<file path="src/rtl/isa_pkg.sv">
// Shared ISA types plus the branch scheduler queue entry and FSM state.
package isa_pkg;

   typedef logic [31:0] word_t;

   typedef enum logic [2:0] {
      BR_EQ  = 3'd0,
      BR_NE  = 3'd1,
      BR_LT  = 3'd4,
      BR_GE  = 3'd5,
      BR_LTU = 3'd6,
      BR_GEU = 3'd7
   } branch_t;

   typedef enum logic [1:0] {RUN, WAIT, FLUSH} bsq_state_t;

   // Source tags live beside the queue because their width is a module parameter.
   typedef struct packed {
      logic       valid;
      logic       branch;
      branch_t    branch_type;
      logic [1:0] j_type;
      word_t      pc;
      word_t      imm;
      logic       pred;
      logic       rs1_rdy;
      logic       rs2_rdy;
      word_t      rs1_val;
      word_t      rs2_val;
   } bsq_entry_t;

endpackage

</file>
<file path="src/rtl/branch_sched_stats.sv">
// Free-running resolve/mispredict counters; cleared only by reset.
module branch_sched_stats (
   input  logic        CLK,
   input  logic        nRST,
   input  logic        inc_resolved,
   input  logic        inc_miss,
   output logic [31:0] stat_resolved,
   output logic [31:0] stat_miss
);

   always_ff @(posedge CLK or negedge nRST) begin
      if (!nRST) begin
         stat_resolved <= '0;
         stat_miss     <= '0;
      end else begin
         if (inc_resolved) stat_resolved <= stat_resolved + 32'd1;
         if (inc_miss)     stat_miss     <= stat_miss + 32'd1;
      end
   end

endmodule

</file>
<file path="src/rtl/branch_sched.sv">
// In-order branch issue queue feeding a single branch FU; mispredict flushes younger ops.
// Optional counters under BRANCH_SCHED_STATS_EN.
module branch_sched
   import isa_pkg::*;
#(
   parameter int DEPTH = 4,
   parameter int REG_W = 5
) (
   input  logic             CLK,
   input  logic             nRST,
   input  logic             disp_valid,
   output logic             disp_ready,
   input  logic             disp_branch,
   input  branch_t          disp_branch_type,
   input  logic [1:0]       disp_j_type,
   input  word_t            disp_pc,
   input  word_t            disp_imm,
   input  logic             disp_pred,
   input  logic [REG_W-1:0] disp_rs1,
   input  logic [REG_W-1:0] disp_rs2,
   input  logic             disp_rs1_rdy,
   input  logic             disp_rs2_rdy,
   input  word_t            disp_rs1_val,
   input  word_t            disp_rs2_val,
   input  logic             wb_valid,
   input  logic [REG_W-1:0] wb_reg,
   input  word_t            wb_data,
   output logic             fu_enable,
   output logic             fu_branch,
   output branch_t          fu_branch_type,
   output logic [1:0]       fu_j_type,
   output word_t            fu_reg_a,
   output word_t            fu_reg_b,
   output word_t            fu_current_pc,
   output word_t            fu_imm,
   output logic             fu_predicted_outcome,
   input  logic             fu_resolved,
   input  logic             fu_miss,
   input  word_t            fu_correct_pc,
   input  logic             ext_flush,
   output logic             flush_o,
   output word_t            redirect_pc,
   output logic             busy
`ifdef BRANCH_SCHED_STATS_EN
   ,
   output logic [31:0]      stat_resolved,
   output logic [31:0]      stat_miss
`endif
);

   localparam int AW = $clog2(DEPTH);
   localparam logic [AW:0] FULL = (AW+1)'(DEPTH);

   bsq_state_t       state, state_nx;
   bsq_entry_t       ent [DEPTH];
   logic [REG_W-1:0] tag1 [DEPTH];
   logic [REG_W-1:0] tag2 [DEPTH];
   logic [AW-1:0]    head, tail;
   logic [AW:0]      count;
   bsq_entry_t       head_ent, new_ent;
   logic             push, issue, pop, miss, clear;
   logic             wb_hit, wake1, wake2;

   assign disp_ready = (count < FULL) && (state != FLUSH);
   assign push       = disp_valid && disp_ready;
   assign head_ent   = ent[head];
   assign busy       = (count != '0) || (state == WAIT);
   // Register 0 is hardwired, so its broadcast never carries a real result.
   assign wb_hit     = wb_valid && (wb_reg != '0);
   assign wake1      = wb_hit && !disp_rs1_rdy && (disp_rs1 == wb_reg);
   assign wake2      = wb_hit && !disp_rs2_rdy && (disp_rs2 == wb_reg);
   assign clear      = miss || ext_flush;

   always_comb begin
      new_ent             = '0;
      new_ent.valid       = 1'b1;
      new_ent.branch      = disp_branch;
      new_ent.branch_type = disp_branch_type;
      new_ent.j_type      = disp_j_type;
      new_ent.pc          = disp_pc;
      new_ent.imm         = disp_imm;
      new_ent.pred        = disp_pred;
      new_ent.rs1_rdy     = disp_rs1_rdy || wake1;
      new_ent.rs2_rdy     = disp_rs2_rdy || wake2;
      new_ent.rs1_val     = wake1 ? wb_data : disp_rs1_val;
      new_ent.rs2_val     = wake2 ? wb_data : disp_rs2_val;
   end

   always_comb begin
      state_nx = state;
      issue    = 1'b0;
      pop      = 1'b0;
      miss     = 1'b0;
      case (state)
         RUN:
            if (head_ent.valid && head_ent.rs1_rdy && head_ent.rs2_rdy) begin
               issue    = 1'b1;
               state_nx = WAIT;
            end
         WAIT:
            if (fu_resolved) begin
               if (fu_miss) begin
                  miss     = 1'b1;
                  state_nx = FLUSH;
               end else begin
                  pop      = 1'b1;
                  state_nx = RUN;
               end
            end
         default: state_nx = RUN;
      endcase
      // External squash overrides everything, including a same-cycle mispredict.
      if (ext_flush) begin
         state_nx = RUN;
         issue    = 1'b0;
         pop      = 1'b0;
         miss     = 1'b0;
      end
   end

   always_ff @(posedge CLK or negedge nRST) begin
      if (!nRST) begin
         head  <= '0;
         tail  <= '0;
         count <= '0;
         for (int i = 0; i < DEPTH; i++) begin
            ent[i]  <= '0;
            tag1[i] <= '0;
            tag2[i] <= '0;
         end
      end else if (clear) begin
         head  <= '0;
         tail  <= '0;
         count <= '0;
         for (int i = 0; i < DEPTH; i++) ent[i].valid <= 1'b0;
      end else begin
         for (int i = 0; i < DEPTH; i++) begin
            if (ent[i].valid && wb_hit && !ent[i].rs1_rdy && (tag1[i] == wb_reg)) begin
               ent[i].rs1_rdy <= 1'b1;
               ent[i].rs1_val <= wb_data;
            end
            if (ent[i].valid && wb_hit && !ent[i].rs2_rdy && (tag2[i] == wb_reg)) begin
               ent[i].rs2_rdy <= 1'b1;
               ent[i].rs2_val <= wb_data;
            end
         end
         if (push) begin
            ent[tail]  <= new_ent;
            tag1[tail] <= disp_rs1;
            tag2[tail] <= disp_rs2;
            tail       <= tail + 1'b1;
         end
         if (pop) begin
            ent[head].valid <= 1'b0;
            head            <= head + 1'b1;
         end
         count <= count + (AW+1)'(push) - (AW+1)'(pop);
      end
   end

   always_ff @(posedge CLK or negedge nRST) begin
      if (!nRST) begin
         state                <= RUN;
         fu_enable            <= 1'b0;
         fu_branch            <= 1'b0;
         fu_branch_type       <= BR_EQ;
         fu_j_type            <= '0;
         fu_reg_a             <= '0;
         fu_reg_b             <= '0;
         fu_current_pc        <= '0;
         fu_imm               <= '0;
         fu_predicted_outcome <= 1'b0;
         flush_o              <= 1'b0;
         redirect_pc          <= '0;
      end else begin
         state   <= state_nx;
         flush_o <= miss;
         if (miss) redirect_pc <= fu_correct_pc;
         if (issue) begin
            fu_enable            <= 1'b1;
            fu_branch            <= head_ent.branch;
            fu_branch_type       <= head_ent.branch_type;
            fu_j_type            <= head_ent.j_type;
            fu_reg_a             <= head_ent.rs1_val;
            fu_reg_b             <= head_ent.rs2_val;
            fu_current_pc        <= head_ent.pc;
            fu_imm               <= head_ent.imm;
            fu_predicted_outcome <= head_ent.pred;
         end else if (pop || miss || ext_flush) begin
            fu_enable <= 1'b0;
         end
      end
   end

`ifdef BRANCH_SCHED_STATS_EN
   branch_sched_stats u_stats (
      .CLK           (CLK),
      .nRST          (nRST),
      .inc_resolved  (pop),
      .inc_miss      (miss),
      .stat_resolved (stat_resolved),
      .stat_miss     (stat_miss)
   );
`endif

endmodule
</file>
<file path="config.mk">
export PLATFORM = sky130hd
export DESIGN_NAME = branch_sched
export DESIGN_NICKNAME = d
export VERILOG_FILES = /design/src/rtl/isa_pkg.sv /design/src/rtl/branch_sched_stats.sv /design/src/rtl/branch_sched.sv
export SDC_FILE = /design/constraint.sdc
export NUM_CORES = 1
export LEC_CHECK = 0
export BUFFER_PORTS_ARGS = -buffer_cell sky130_fd_sc_hd__buf_2
export CAP_MARGIN = 20
export CORE_ASPECT_RATIO = 0.75
export CORE_MARGIN = 3
export CORE_UTILIZATION = 40
export CTS_CLUSTER_DIAMETER = 50
export CTS_CLUSTER_SIZE = 40
export DETAILED_ROUTE_END_ITERATION = 16
export GPL_TIMING_DRIVEN = 0
export MAX_ROUTING_LAYER = met4
export PLACE_DENSITY = 0.63
export SYNTH_ARGS = -nofsm -noshare
export SYNTH_HDL_FRONTEND = slang
export SYNTH_SLANG_ARGS = --single-unit
</file>
<file path="constraint.sdc">
create_clock -name CLK -period 4.55 [get_ports CLK]
set_input_delay 0.6825 -clock CLK [delete_from_list [all_inputs] [get_ports CLK]]
set_output_delay 0.6825 -clock CLK [all_outputs]
set_load 0.005 [all_outputs]
</file>
* After elaboration in Yosys (flattened, before gate mapping)
Cells that the tools add are included.
Operators by class: equality and inequality tests 14, mux-type cells 77, shift operators 0, add/subtract/negate cells 4, magnitude comparators 5, multipliers 0, div/mod/pow operators 0, bitwise operators 3, reduce and logical (&&, ||, !) cells 55
Operators by type and width (count):
- $mux 552 | 3
- $bwmux 552 | 2
- $mux 32 | 18
- $demux 138 s2 | 2
- $mux 138 | 4
- $bmux 138 s2 | 1
- $eq 5x5->1 | 10
- $bwmux 20 | 2
- $mux 1 | 33
- $logic_and 1x1->1 | 31
- $mux 2 | 8
- $demux 5 s2 | 1
- $logic_not 1->1 | 10
- $ge 3x3->1 const B | 2
- $logic_or 1x1->1 | 6
- $lt 3x1->1 const B | 2
- $ne 3x3->1 const B | 2
- $not 2->3 | 2
- $reduce_bool 2->1 | 3
- $mux 5 | 1
- $reduce_bool 5->1 | 1
- $add 2x1->2 const B | 2
- $pmux 2 s2 | 1
- $reduce_and 2->1 | 2
- 9 further kinds | 9
Storage, ports and cells: memories 0, output and inout bits 171, logic and storage cells 225, bits in registers 770, input bits 223, memory bits (writable) 0, memory bits (read-only) 0, bits in latches 0

* Depth between registers and ports, before layout
depth in word-level cells 13, mapped depth 11

* Worst setup path before layout
Ideal clock, no wire load.
path kind input to register, start point input port ext_flush, end point register count[2], data required time 4.427 ns, data arrival time 2.633 ns, slack 1.794 ns, stages on the path 11, path buffers 0, library setup time 0.123 ns, cell sequence nor3b_1 -> nand2_1 -> nor2_1 -> ha_1 -> inv_1 -> ha_1 -> inv_1 -> fa_1 -> xor2_1 -> xnor2_1 -> nor2_1
On the way: longest elaborated chain between the ends 3, elaborated cells between the ends (all ways) 5, classes of those cells add/sub (1); mux (3); reduce/logical (1)
Ends and longest elaborated chain:
- from (decl) | line branch_sched.sv:40 | input logic ext_flush,
- $mux 1 | line branch_sched.sv:113 | if (ext_flush) begin
- $sub 3x1->3 / $logic_or 1x1->1 (equally long branches) | line branch_sched.sv:157, branch_sched.sv:72
- $mux 3 (*) | line branch_sched.sv:131 | end else if (clear) begin
- to (signal assigned) | line branch_sched.sv:157 | count <= count + (AW+1)'(push) - (AW+1)'(pop);
- to (decl) | line branch_sched.sv:59 | logic [AW:0] count;
Mark *: on every way between the ends. The rest lies on a longest branch, timed or not. A chain may end at the register's enable or synchronous reset.

* Final worst setup path
start point register state[1], end point register ent[326] (netlist name)
On the way: longest elaborated chain between the ends 7, elaborated cells between the ends (all ways) 13, classes of those cells eq/ne (2); mux (8); reduce/logical (3)
Ends and longest elaborated chain:
- from (decl) | line branch_sched.sv:54 | bsq_state_t state, state_nx;
- from (signal assigned) | line branch_sched.sv:176 | state <= state_nx;
- $ne 2x2->1 | line branch_sched.sv:64 | assign disp_ready = (count < FULL) && (state != FLUSH);
- $logic_and 1x1->1 | line branch_sched.sv:64
- $logic_and 1x1->1 | line branch_sched.sv:65 | assign push = disp_valid && disp_ready;
- $mux 552 | line branch_sched.sv:147 | if (push) begin
- $mux 552 | line branch_sched.sv:131
- $bwmux 552 | line branch_sched.sv:154 | ent[head].valid <= 1'b0;
- $mux 552 | line branch_sched.sv:153 | if (pop) begin
- to (signal, indexed assignment) | line branch_sched.sv:148 | ent[tail] <= new_ent;
- to (decl) | line branch_sched.sv:55 | bsq_entry_t ent [DEPTH];
Parallel ways exist; a longest one is shown, timed or not. The select of a mux whose other input is x is not followed.

==> results.md <==
* Worst EP required at ~5.1 ns
* Setup CP Type: register to register
* Total Die Area at approximately 91000 µm²
* Final-report setup violation count at 0
* Flip-flop and latch count after synthesis at slightly below 800
* Vias in the first global route at between 20000 and 30000
* Largest net degree at the start of global routing at about 120
* Hold slack at 0.264 ns
* Most frequent cell after synthesis: dfrtp_1
* Syn_nets at 3043
* Fin cells at approximately 4500
* Syn Area/Cell at 12.5 µm²
* Maxcap violations at 0
* Placed insts at approximately 4400
* Worst EP arrival at between 4 and 5 ns
* Commonest cells in the netlist: dfrtp_1 (770), nand2_1 (500), mux2_2 (329)
* DRC Markers at 0
* Root buf cell: clkbuf_16
* Gr usage total at between 20% and 30%
* EDFF count, synth at 0
* Port Buf Inserts at about 400
* Grt total ovfl at 0
* Ports at around 390
* TritonCTS Buffers at 80
* Initial antenna violation count at 37
* Ys flop type: dfrtp_1
* Clock tree buffer depth at 3
* Hold Vio Cnt, Final at 0
* Max-slew headroom at between 20% and 30%
* Fmax at around 280 MHz
* Unrepaired setup endpoints after global routing: false
* Lkg Pwr at approximately 19 nW
* # rows at 93
* Core ar. at between 80000 and 90000 µm²
* Final #Nets at around 3500
* First-pass GRT wire length at around 170 mm
* Area growth, synth to finish at 19.2%
* DIE HEIGHT at 262 µm
* Yosys cell types at between 60 and 70
* Synth area leaders: dfrtp_1 (55%), mux2_2 (11%), mux4_2 (8.7%), nand2_1 (5.4%), o221a_2 (2.1%)
* Reg2Reg Setup Slack at approximately 1 ns
* Area fraction of the dominant cell type after synthesis at 55.1%
* Max VDD drop at between 0.2 and 0.3 mV
* Via count at 26185
* Clk_lat worst skew at 0.66 ns
* DPL Wire Length at approximately 81 mm
* Via density at approximately 5.8
* Final WL at 115 mm
* Clk slew on worst S/H paths at about 0.090 ns
* Final ANT Viol Nets at 0
* Synth Instances at 2809
* Pwr Density at 616 nW/µm²
* Least-Margin Pin Slew at between 1 and 1.5 ns
* Status: finished clean
* Num Clock Sinks at a little under 800
* Routed WL per cell at between 20 and 30 µm
* Chip width at 347 µm
* Minimum clock period at between 3 and 4 ns
* Final GP Congestion at between 0.9 and 1
* Initial Utilization at between 40% and 50%
* Setup TNS Final at 0 ns
* Cts repair resizes at 0
* H-Tree Level Count at 3
* Final setup skew at about 0.047 ns
* Synth Cell Area at ~35000 µm²
* Crit share post-route at between 70% and 80%
* Share of post-route cells with drive strength above 1 at 34.7%
* Crit Path Max Fanout at 10
* Drt pass-1 iters at 5
* DRT iter0 DRCs at around 2900
* Worst Setup Start Kind: register
* Yosys warnings at 0
* Async SR Flop Fraction at 100%
* CTS tree: done
* Sequential area share after synthesis at a little under three fifths
* Crit. End Element: register
* Cell taking the most area after synthesis: dfrtp_1
* Final Slew Violations at 0
* Hold Path Class: primary input to register
[state kept, by name, summed over array words and instances, names as in the netlist, 2 cells and up]
register,flops
state,2
fu_reg_a,32
tag2,20
fu_branch_type,3
ent,552
tag1,20
head,2
fu_reg_b,32
tail,2
fu_j_type,2
count,3
fu_current_pc,32
fu_imm,32
redirect_pc,32
[final timing paths]
check / startpoint / endpoint / cells after the start
max: state[1]$_DFFE_PN0P_ / ent[326]$_DFFE_PN0P_ / 8
min: disp_imm[24] / ent[505]$_DFFE_PN0P_ / 3
max reg2reg: state[1]$_DFFE_PN0P_ / ent[326]$_DFFE_PN0P_ / 8
min reg2reg: ent[109]$_DFFE_PN0P_ / ent[109]$_DFFE_PN0P_ / 2
max in group asynchronous: nRST / fu_current_pc[15]$_DFFE_PN0P_ / 5
min in group asynchronous: nRST / ent[324]$_DFFE_PN0P_ / 2
[critical path, stage by stage (launching register included)]
cell     delay [ns]
dfrtp_1        0.42
and4b_1        0.31
or2_1          0.29
buf_2          0.23
nor2_2         0.72
buf_2          0.54
buf_1          0.59
o32ai_1        0.18
a21oi_1        0.16
[power by group]
| part | total [mW] | internal, mW | switching [mW] |
|---|---|---|---|
| clock | 7.14 | 3.88 | 3.26 |
| combinational | 6.92 | 3.96 | 2.96 |
| sequential | 11.6 | 9.89 | 1.73 |
[stage by stage]
step / area (µm²) / utilization, % / power (mW) / setup slack [ns]
3_3_place_gp: 38400 / 44.5 / 18.3 / -14.27
3_5_place_dp: 38700 / 44.9 / 18.6 / 0.647
4_1_cts: 41600 / 48.2 / 25.8 / 0.874
2_1_floorplan: 35000 / - / 15.9 / 1.79
5_1_grt: 41700 / 48.4 / 27.1 / 0.890
6_report: 41700 / 48.4 / 25.7 / 1.00
[timing repair]
action / in CTS / in global routing
setup endpoints to repair: 0 / 0
hold buffers: 1 / 0
hold endpoints to repair: 4 / 0
buffers inserted: 0 / 0
[per-layer routing]
metal | part of all wire [%] | GRT usage (%) | up-vias | wire length (µm)
met1 | 43 | 35.4 | 13427 | 49900
met2 | 44 | 36.4 | 1196 | 50500
met3 | 9.6 | 7.24 | 254 | 11000
met4 | 3.0 | 8.50 | 0 | 3510
li1 | - | - | 11308 | -
met5 | 0 | - | - | 0
[cells by family after synthesis]
family          after synthesis  synth area share, %
fa+ha+maj                    11                0.415
simple gates                745                 9.28
compound gates              492                 11.3
buf+inv                     270                 3.21
mux                         467                 19.4
flops                       770                 55.1
xor+xnor                     54                 1.35
[area by class of cell]
type / count / area (µm²)
clock buffers: 92 / 2150
multi-input cells: 1769 / 14600
well taps: 1140 / 1430
fillers: 7719 / 44500
clock inverters: 58 / 736
repair buffers: 412 / 2350
inverters: 41 / 154
plain buffers: 229 / 972
diodes: 25 / 62.6
flip-flops and latches: 770 / 19300
[layout by cell type (no fill, tap or decap), types with 30 or more instances in the layout]
cell type,count
nand2_1,500
o32ai_1,63
inv_1,40
o221a_2,66
nor2_1,82
o221a_1,30
a211oi_1,36
a21oi_1,136
clkbuf_16,82
a2bb2oi_1,33
o32a_1,32
mux2_2,329
mux4_2,135
o21a_1,63
or3_1,96
buf_2,448
dfrtp_1,770
clkbuf_1,152
No activity file was read; power rests on OpenSTA's default activity.
